<file path="config.mk">
export PLATFORM = sky130hd
export DESIGN_NAME = regset_wb_ctrl
export DESIGN_NICKNAME = d
export VERILOG_FILES = /design/src/rtl/regset_wb_ctrl.sv
export SDC_FILE = /design/constraint.sdc
export NUM_CORES = 1
export LEC_CHECK = 0
export CAP_MARGIN = 20
export CORE_MARGIN = 10
export CORE_UTILIZATION = 55
export DETAILED_ROUTE_END_ITERATION = 10
export GPL_TIMING_DRIVEN = 0
export PLACE_DENSITY = 0.81
export SLEW_MARGIN = 30
export SYNTH_ARGS = -nofsm -noshare
export SYNTH_HDL_FRONTEND = slang
export SYNTH_SLANG_ARGS = --single-unit
</file>
<file path="constraint.sdc">
create_clock -name CLK -period 5.1 [get_ports CLK]
set_clock_uncertainty 0.05 [all_clocks]
set_input_delay 0.765 -clock CLK [delete_from_list [all_inputs] [get_ports CLK]]
set_output_delay 0.765 -clock CLK [all_outputs]
set_load 0.005 [all_outputs]
</file>
<file path="src/rtl/regset_wb_ctrl.sv">
// regset_wb_ctrl: single-port register-set writeback arbiter with load queue and pending-write lookup
module regset_wb_ctrl #(
  parameter int DEPTH = 4,
  parameter int XLEN  = 32
) (
  input  logic                     CLK,
  input  logic                     RES,
  input  logic                     alu_valid,
  input  logic [4:0]               alu_rd,
  input  logic [XLEN-1:0]          alu_data,
  input  logic                     mem_valid,
  output logic                     mem_ready,
  input  logic [4:0]               mem_rd,
  input  logic [XLEN-1:0]          mem_data,
  output logic                     write_enable,
  output logic [4:0]               A_D,
  output logic [XLEN-1:0]          D,
  input  logic [4:0]               A_Q0,
  input  logic [4:0]               A_Q1,
  output logic                     pending0,
  output logic                     pending1,
  output logic [$clog2(DEPTH):0]   count
);
  localparam int AW = $clog2(DEPTH);
  logic [4:0]      q_rd   [DEPTH];
  logic [XLEN-1:0] q_data [DEPTH];
  logic [DEPTH-1:0] q_kill, q_valid;
  logic [AW-1:0] head, tail;
  logic alu_go, push, pop, pop_live, hit0, hit1;
  assign alu_go    = alu_valid && alu_rd != 5'd0;
  assign mem_ready = !RES && count < (AW+1)'(DEPTH);
  assign push      = mem_valid && mem_ready && mem_rd != 5'd0;
  assign pop       = !alu_go && count != '0;
  assign pop_live  = pop && !q_kill[head];
  // An entry is live when its distance from head is below the occupancy
  always_comb begin
    for (int i = 0; i < DEPTH; i++)
      q_valid[i] = {1'b0, AW'(i) - head} < count;
  end
  // Queue bookkeeping: pointers, occupancy and WAW kill marks
  always_ff @(posedge CLK) begin
    if (RES) begin
      head   <= '0;
      tail   <= '0;
      count  <= '0;
      q_kill <= '0;
    end else begin
      for (int i = 0; i < DEPTH; i++)
        if (alu_go && q_valid[i] && q_rd[i] == alu_rd) q_kill[i] <= 1'b1;
      if (push) begin
        q_kill[tail] <= alu_go && mem_rd == alu_rd;
        tail         <= tail + 1'b1;
      end
      if (pop) head <= head + 1'b1;
      count <= count + (AW+1)'(push) - (AW+1)'(pop);
    end
  end
  // Load payload storage; liveness is tracked by count so no reset is needed
  always_ff @(posedge CLK) begin
    if (push) begin
      q_rd[tail]   <= mem_rd;
      q_data[tail] <= mem_data;
    end
  end
  // Registered write port: ALU first, otherwise the head load unless it was killed
  always_ff @(posedge CLK) begin
    if (RES) begin
      write_enable <= 1'b0;
      A_D          <= '0;
      D            <= '0;
    end else begin
      write_enable <= alu_go || pop_live;
      if (alu_go) begin
        A_D <= alu_rd;
        D   <= alu_data;
      end else if (pop_live) begin
        A_D <= q_rd[head];
        D   <= q_data[head];
      end
    end
  end
  // Pending lookup over live unkilled queue entries plus the write in flight
  always_comb begin
    hit0 = 1'b0;
    hit1 = 1'b0;
    for (int i = 0; i < DEPTH; i++) begin
      if (q_valid[i] && !q_kill[i] && q_rd[i] == A_Q0) hit0 = 1'b1;
      if (q_valid[i] && !q_kill[i] && q_rd[i] == A_Q1) hit1 = 1'b1;
    end
    pending0 = A_Q0 != 5'd0 && (hit0 || (write_enable && A_D == A_Q0));
    pending1 = A_Q1 != 5'd0 && (hit1 || (write_enable && A_D == A_Q1));
  end
endmodule

</file>
After elaboration in Yosys (flattened, before gate mapping)
Memory sizes are Yosys's and may differ from the RTL's. A register that Yosys moved wholly into a read port is not among the register bits.
Index checks and enable logic that the tools add are counted.
- input bits: 88
- output and inout bits: 44
- word-level logic and storage cells: 120
- register bits: 49
- RAM bits: 148
- memories: 2
- multiplexer cells: 32
- eq/ne operators: 15
- reductions and logical operators: 48
- add/subtract/negate cells: 8
- magnitude comparators: 8
- memory list (name ; depth ; bits a word ; read ports ; clocked after memory_dff ; wr ports ; line ; text):
    q_data ; 4 ; 32 ; 1 ; 1 ; 1 ; 26 ; logic [XLEN-1:0] q_data [DEPTH];
    q_rd ; 4 ; 5 ; 5 ; 1 ; 1 ; 25 ; logic [4:0] q_rd [DEPTH];
- operators by type and width (operator ; count):
    == test 5 bit ; 15
    2-to-1 mux 32 bit ; 2
    logical AND 1 bit ; 32
    2-to-1 mux 1 bit ; 20
    nonzero test 5 bit ; 4
    < comparator 2 x 3 -> 1 bit ; 4
    2-to-1 mux 5 bit ; 2
    2-to-1 mux 2 bit ; 4
    zero test 1 bit ; 7
    < comparator 2 x 3 -> 1 bit (second input constant) ; 2
    adder 2 x 1 -> 2 bit (second input constant) ; 2
    bitwise mux 4 bit ; 1
    2-to-1 mux 4 bit ; 1
    subtractor 1 x 2 -> 2 bit (first input constant) ; 2
    subtractor 2 bit (first input constant) ; 2
    adder 3 x 1 -> 3 bit ; 1
    logical OR 1 bit ; 3
    < comparator 3 bit (second input constant) ; 1
    nonzero test 3 bit ; 1
    subtractor 3 x 1 -> 3 bit ; 1
    binary-select mux 1 bit (select 2 bit) ; 1
    demux 1 bit (select 2 bit) ; 1
    greater-or-equal comparator 2 x 1 -> 1 bit (second input constant) ; 1
    nonzero test 2 bit ; 1

Logic depth before layout (Yosys ltp)
- depth after elaboration: 10
- depth in mapped cells: 12
- mapped depth without buffers: 10

Worst setup path before layout
No wires, ideal clock.
- kind: input port to flip-flop
- start point: input port alu_rd[0]
- end point: register count[2]
- path slack: 1955 ps
- arrival time: 2964 ps
- path buffers: 2
- stages on the path: 12
- library setup time: 131 ps
- required time: 4919 ps
- cell sequence: buf_4 > or4_4 > o21a_1 > buf_2 > nor2_2 > ha_1 > inv_1 > ha_1 > fa_1 > xnor2_1 > xnor2_1 > nor2_1
- word-level cells in the longest chain between the ends: 5
- RTL lines (item ; line ; text):
    from (decl) ; 9 ; input logic [4:0] alu_rd,
    nonzero test 5 bit ; 30 ; assign alu_go = alu_valid && alu_rd != 5'd0;
    logical AND 1 bit ; 30 ;
    zero test 1 bit ; 33 ; assign pop = !alu_go && count != '0;
    logical AND 1 bit ; 33 ;
    named net pop ; 29 ; logic alu_go, push, pop, pop_live, hit0, hit1;
    subtractor 3 x 1 -> 3 bit ; 55 ; count <= count + (AW+1)'(push) - (AW+1)'(pop);
    to (signal assigned) ; 55 ;
    to (decl) ; 22 ; output logic [$clog2(DEPTH):0] count
The timed path passes the listed nets, and every way through them passes these cells.
A chain may end at the register's enable or synchronous reset.

Worst setup path in the final report
- start point: register head[1]
- end point: output port pending1
- word-level cells in the longest chain between the ends: 10
- elaborated cells between the ends (all ways): 22
- classes of those cells: 4 x add/sub; 4 x order compare; 4 x mux; 10 x reduce/logical
- RTL lines (item ; line ; text):
    from (decl) ; 28 ; logic [AW-1:0] head, tail;
    from (signal assigned) ; 54 ; if (pop) head <= head + 1'b1;
    subtractor 1 x 2 -> 2 bit ; 38 ; q_valid[i] = {1'b0, AW'(i) - head} < count;
    < comparator 2 x 3 -> 1 bit ; 38 ;
    logical AND 1 bit (2 in series) ; 88 ; if (q_valid[i] && !q_kill[i] && q_rd[i] == A_Q1) hit1 = 1'b1;
    2-to-1 mux 1 bit (3 in series) ; 88 ;
    2-to-1 mux 1 bit * ; 88 ;
    logical OR 1 bit * ; 91 ; pending1 = A_Q1 != 5'd0 && (hit1 || (write_enable && A_D == A_Q1));
    logical AND 1 bit * ; 91 ;
    to (decl) ; 21 ; output logic pending1,
Every way passes the cells marked *; elsewhere a longest branch is shown, timed or not.

==> results.txt <==
Slew HR: 39.3%
Leakage: 0.00360 uW
Pre-CTS setup slack: 1340 ps
CTS Buf Count: 17
Cell count after synthesis: 623
Number of distinct library cells after synthesis: 42
Critical Path AT: 3050 ps
Detailed-route wire length per cell: 23.2 um
Drt initial violations: 633
Reg2reg path depth: 10
Initial antenna violation count: 0
Post-synthesis average cell area: 14.3 um2
# rows: 46
CP endpoint kind: output port
Slew Viols, Final: 0
Root Driver: clkbuf_16
Seq cells post-synth: 199
CTS clk-pin slew, worst paths: 70 ps
Clock power share: 26.9%
Final setup margin: 1240 ps
Core Area: 15900 um2
Remaining global-route overflow: 0
RR Endpoint: count[2]$_SDFF_PP0_
Crit path kind: reg2out
N_diodes: 0
Comb pwr share: 30.6%
Final cell count without fillers: 986
Ports: 132
CP required: 4280 ps
Post-CTS setup buffers: 0
Worst reg-to-reg setup slack: 2260 ps
Maxcap violations: 0
Placed Cells incl. Taps: 954
Fmax: 259 MHz
CP endpoint: pending1
Via-to-Cell Ratio: 5.86
Net count after synthesis: 722
Ys Warns: 0
FF-to-FF Start: count[2]$_SDFF_PP0_
CTS HTree Levels: 4
Most common library cells after synthesis: 148 x edfxtp_1, 73 x nand2_1, 52 x xnor2_1
DRC violations left: 0
Largest net degree at the start of global routing: 40
Final setup viols: 0
Final period util: 75.7%
Die area: 21700 um2
Max clock buf depth: 2
Via Count: 5777
Number of flops mapped to enable cells by yosys: 148
Primary FF master, synth: edfxtp_1
PortBufs: 115
Total power: 4740 uW
Post-synth top area share: 49.8%
Initial Util: 56.1%
Internal power: 3280 uW
Pre-antenna DRT Iters: 8
Setup_tns: 0 ps
Post-cts resize count: 0
Post-DP HPWL: 16.1 mm
Hold Violations, Final: 0
Most numerous cell in the Yosys netlist: edfxtp_1
Share of cells above drive strength 1: 16.8%
Outcome: complete, no violations
Switching share of power: 30.8%
First-pass GRT wire length: 35.5 mm
Seq/Total Area, Yosys: 61.3%
Hold WC Path Type: reg2reg
CTS tree: done
GRT Total Usage: 21.1%
Crit path time final: 3860 ps
Vert. Die Dim: 147 um
Post-CTS Hold Fix Bufs: 0
Peak VDD IR: 0.291 mV
Vias in the first global route: 6255
Horiz. Die Dim: 147 um
Post-route ant nets: 0
Worst Setup SP: head[1]$_SDFFE_PP0P_
P per Cell Area: 434 nW/um2
Unrepaired setup endpoints after global routing: no
Clock sinks: 199
Final WL: 22.9 mm
Worst Path Max Fanout: 5
Gpl congestion: 0.886
Synth async-reset ratio: 0%
Net Sw Power: 1460 uW
Fin nets: 856
Clock latency on the worst-skew pair: 420 ps
Sequential power share: 42.5%
Syn-to-layout area delta: 22.3%
Worst Tran Pin Value: 910 ps
Yosys top cell by area: edfxtp_1
CP Launch Type: flop
Area contributors post-synth: edfxtp_1 50%, dfxtp_1 11%, mux4_2 9.6%
Synthesized cell area: 8920 um2
-- power by group through the flow --
stage	Combinational [uW]	Clock, uW	Sequential [uW]
floorplan	912	0	2020
global placement	1400	0	2040
detailed placement	1450	0	2040
CTS	1460	1280	2010
global route	1570	1350	2020
finish	1450	1280	2010
-- flip-flops by register name, indices dropped and copies added (netlist names), named ones only --
| signal | cells |
|---|---|
| write_enable | 1 |
| q_data | 128 |
| head | 2 |
| count | 3 |
| D | 32 |
| tail | 2 |
| A_D | 5 |
| q_rd | 20 |
| q_kill | 4 |
-- metal layers --
layer / track usage [%] / part of all wire, %
met1: 25.0 / 39
met2: 36.7 / 53
met3: 4.05 / 5.6
met4: 9.17 / 2.6
met5: 0 / 0
-- area by class of cell --
class / count / area (um2)
inverters: 9 / 33.8
clock inverters: 14 / 131
plain buffers: 46 / 224
clock buffers: 18 / 429
repair buffers: 115 / 1150
flip-flops and latches: 199 / 5470
multi-input cells: 369 / 3200
well taps: 216 / 270
fillers: 1093 / 4980
-- kinds of logic after synthesis --
kind of cell	count (synthesis)	synth area share (%)
muxes	39	9.71
xor gates and xnor gates	81	7.96
and+or+nand+nor	173	8.70
DFF	199	61.3
buffers and inverters	55	2.89
AOI/OAI and AO/OA	65	7.83
adders and majority gates	11	1.63
-- how the worst min path moves through the flow --
| stage | startpoint | to | depth (start not counted) |
|---|---|---|---|
| floorplan | D[15]$_SDFFE_PP0P_ | D[15]$_SDFFE_PP0P_ | 2 |
| global placement | D[15]$_SDFFE_PP0P_ | D[15]$_SDFFE_PP0P_ | 2 |
| detailed placement | D[16]$_SDFFE_PP0P_ | D[16]$_SDFFE_PP0P_ | 2 |
| CTS | D[15]$_SDFFE_PP0P_ | D[15]$_SDFFE_PP0P_ | 2 |
| global route | D[15]$_SDFFE_PP0P_ | D[15]$_SDFFE_PP0P_ | 2 |
| finish | D[15]$_SDFFE_PP0P_ | D[15]$_SDFFE_PP0P_ | 2 |
-- cell usage in the layout, fill, tap and decap left out, types with 2 or more instances in the layout --
cell type        netlist  final
buf_1                  2      2
clkbuf_1              25     26
clkinv_4               0      3
dfxtp_1               51     51
nand3_1               12     12
a21oi_1                7      7
a221oi_1               3      3
inv_1                  9      9
o21ai_0                7      7
or4_1                  3      3
and2_4                 0      4
a31oi_1                2      2
nor4_1                14     14
buf_6                  4      4
a311oi_1               7      7
clkbuf_16              0     17
a311oi_2              29     29
mux4_2                38     38
ha_1                  10     10
xor2_1                29     29
nor2_2                 2      2
a221o_1                3      3
nor2b_1                6      6
buf_2                 14     14
o21a_1                 2      2
nor2_1                49     49
nor3_1                 4      4
xnor2_1               52     52
nand2_1               73     73
inv_6                  0      8
edfxtp_1             148    148
clkdlybuf4s50_1        0    115
-- worst max-delay path: stages (launching register included) --
cell and delay (ps):
dfxtp_1 480, xnor2_1 180, inv_1 60, ha_1 280
nor2b_1 130, a221o_1 370, nor4_1 320, nor3_1 120
a21oi_1 160, clkdlybuf4s50_1 520
-- per-stage QoR --
stage | area (um2) | util, % | hold WS, ps
after floorplan | 8920 | - | 442
after global placement | 10300 | 65.1 | 444
after detailed placement | 10300 | 65.1 | 469
after CTS | 10900 | 68.7 | 480
after global routing | 10900 | 68.7 | 508
final | 10900 | 68.7 | 485
Power figures use the tool's default switching activity.
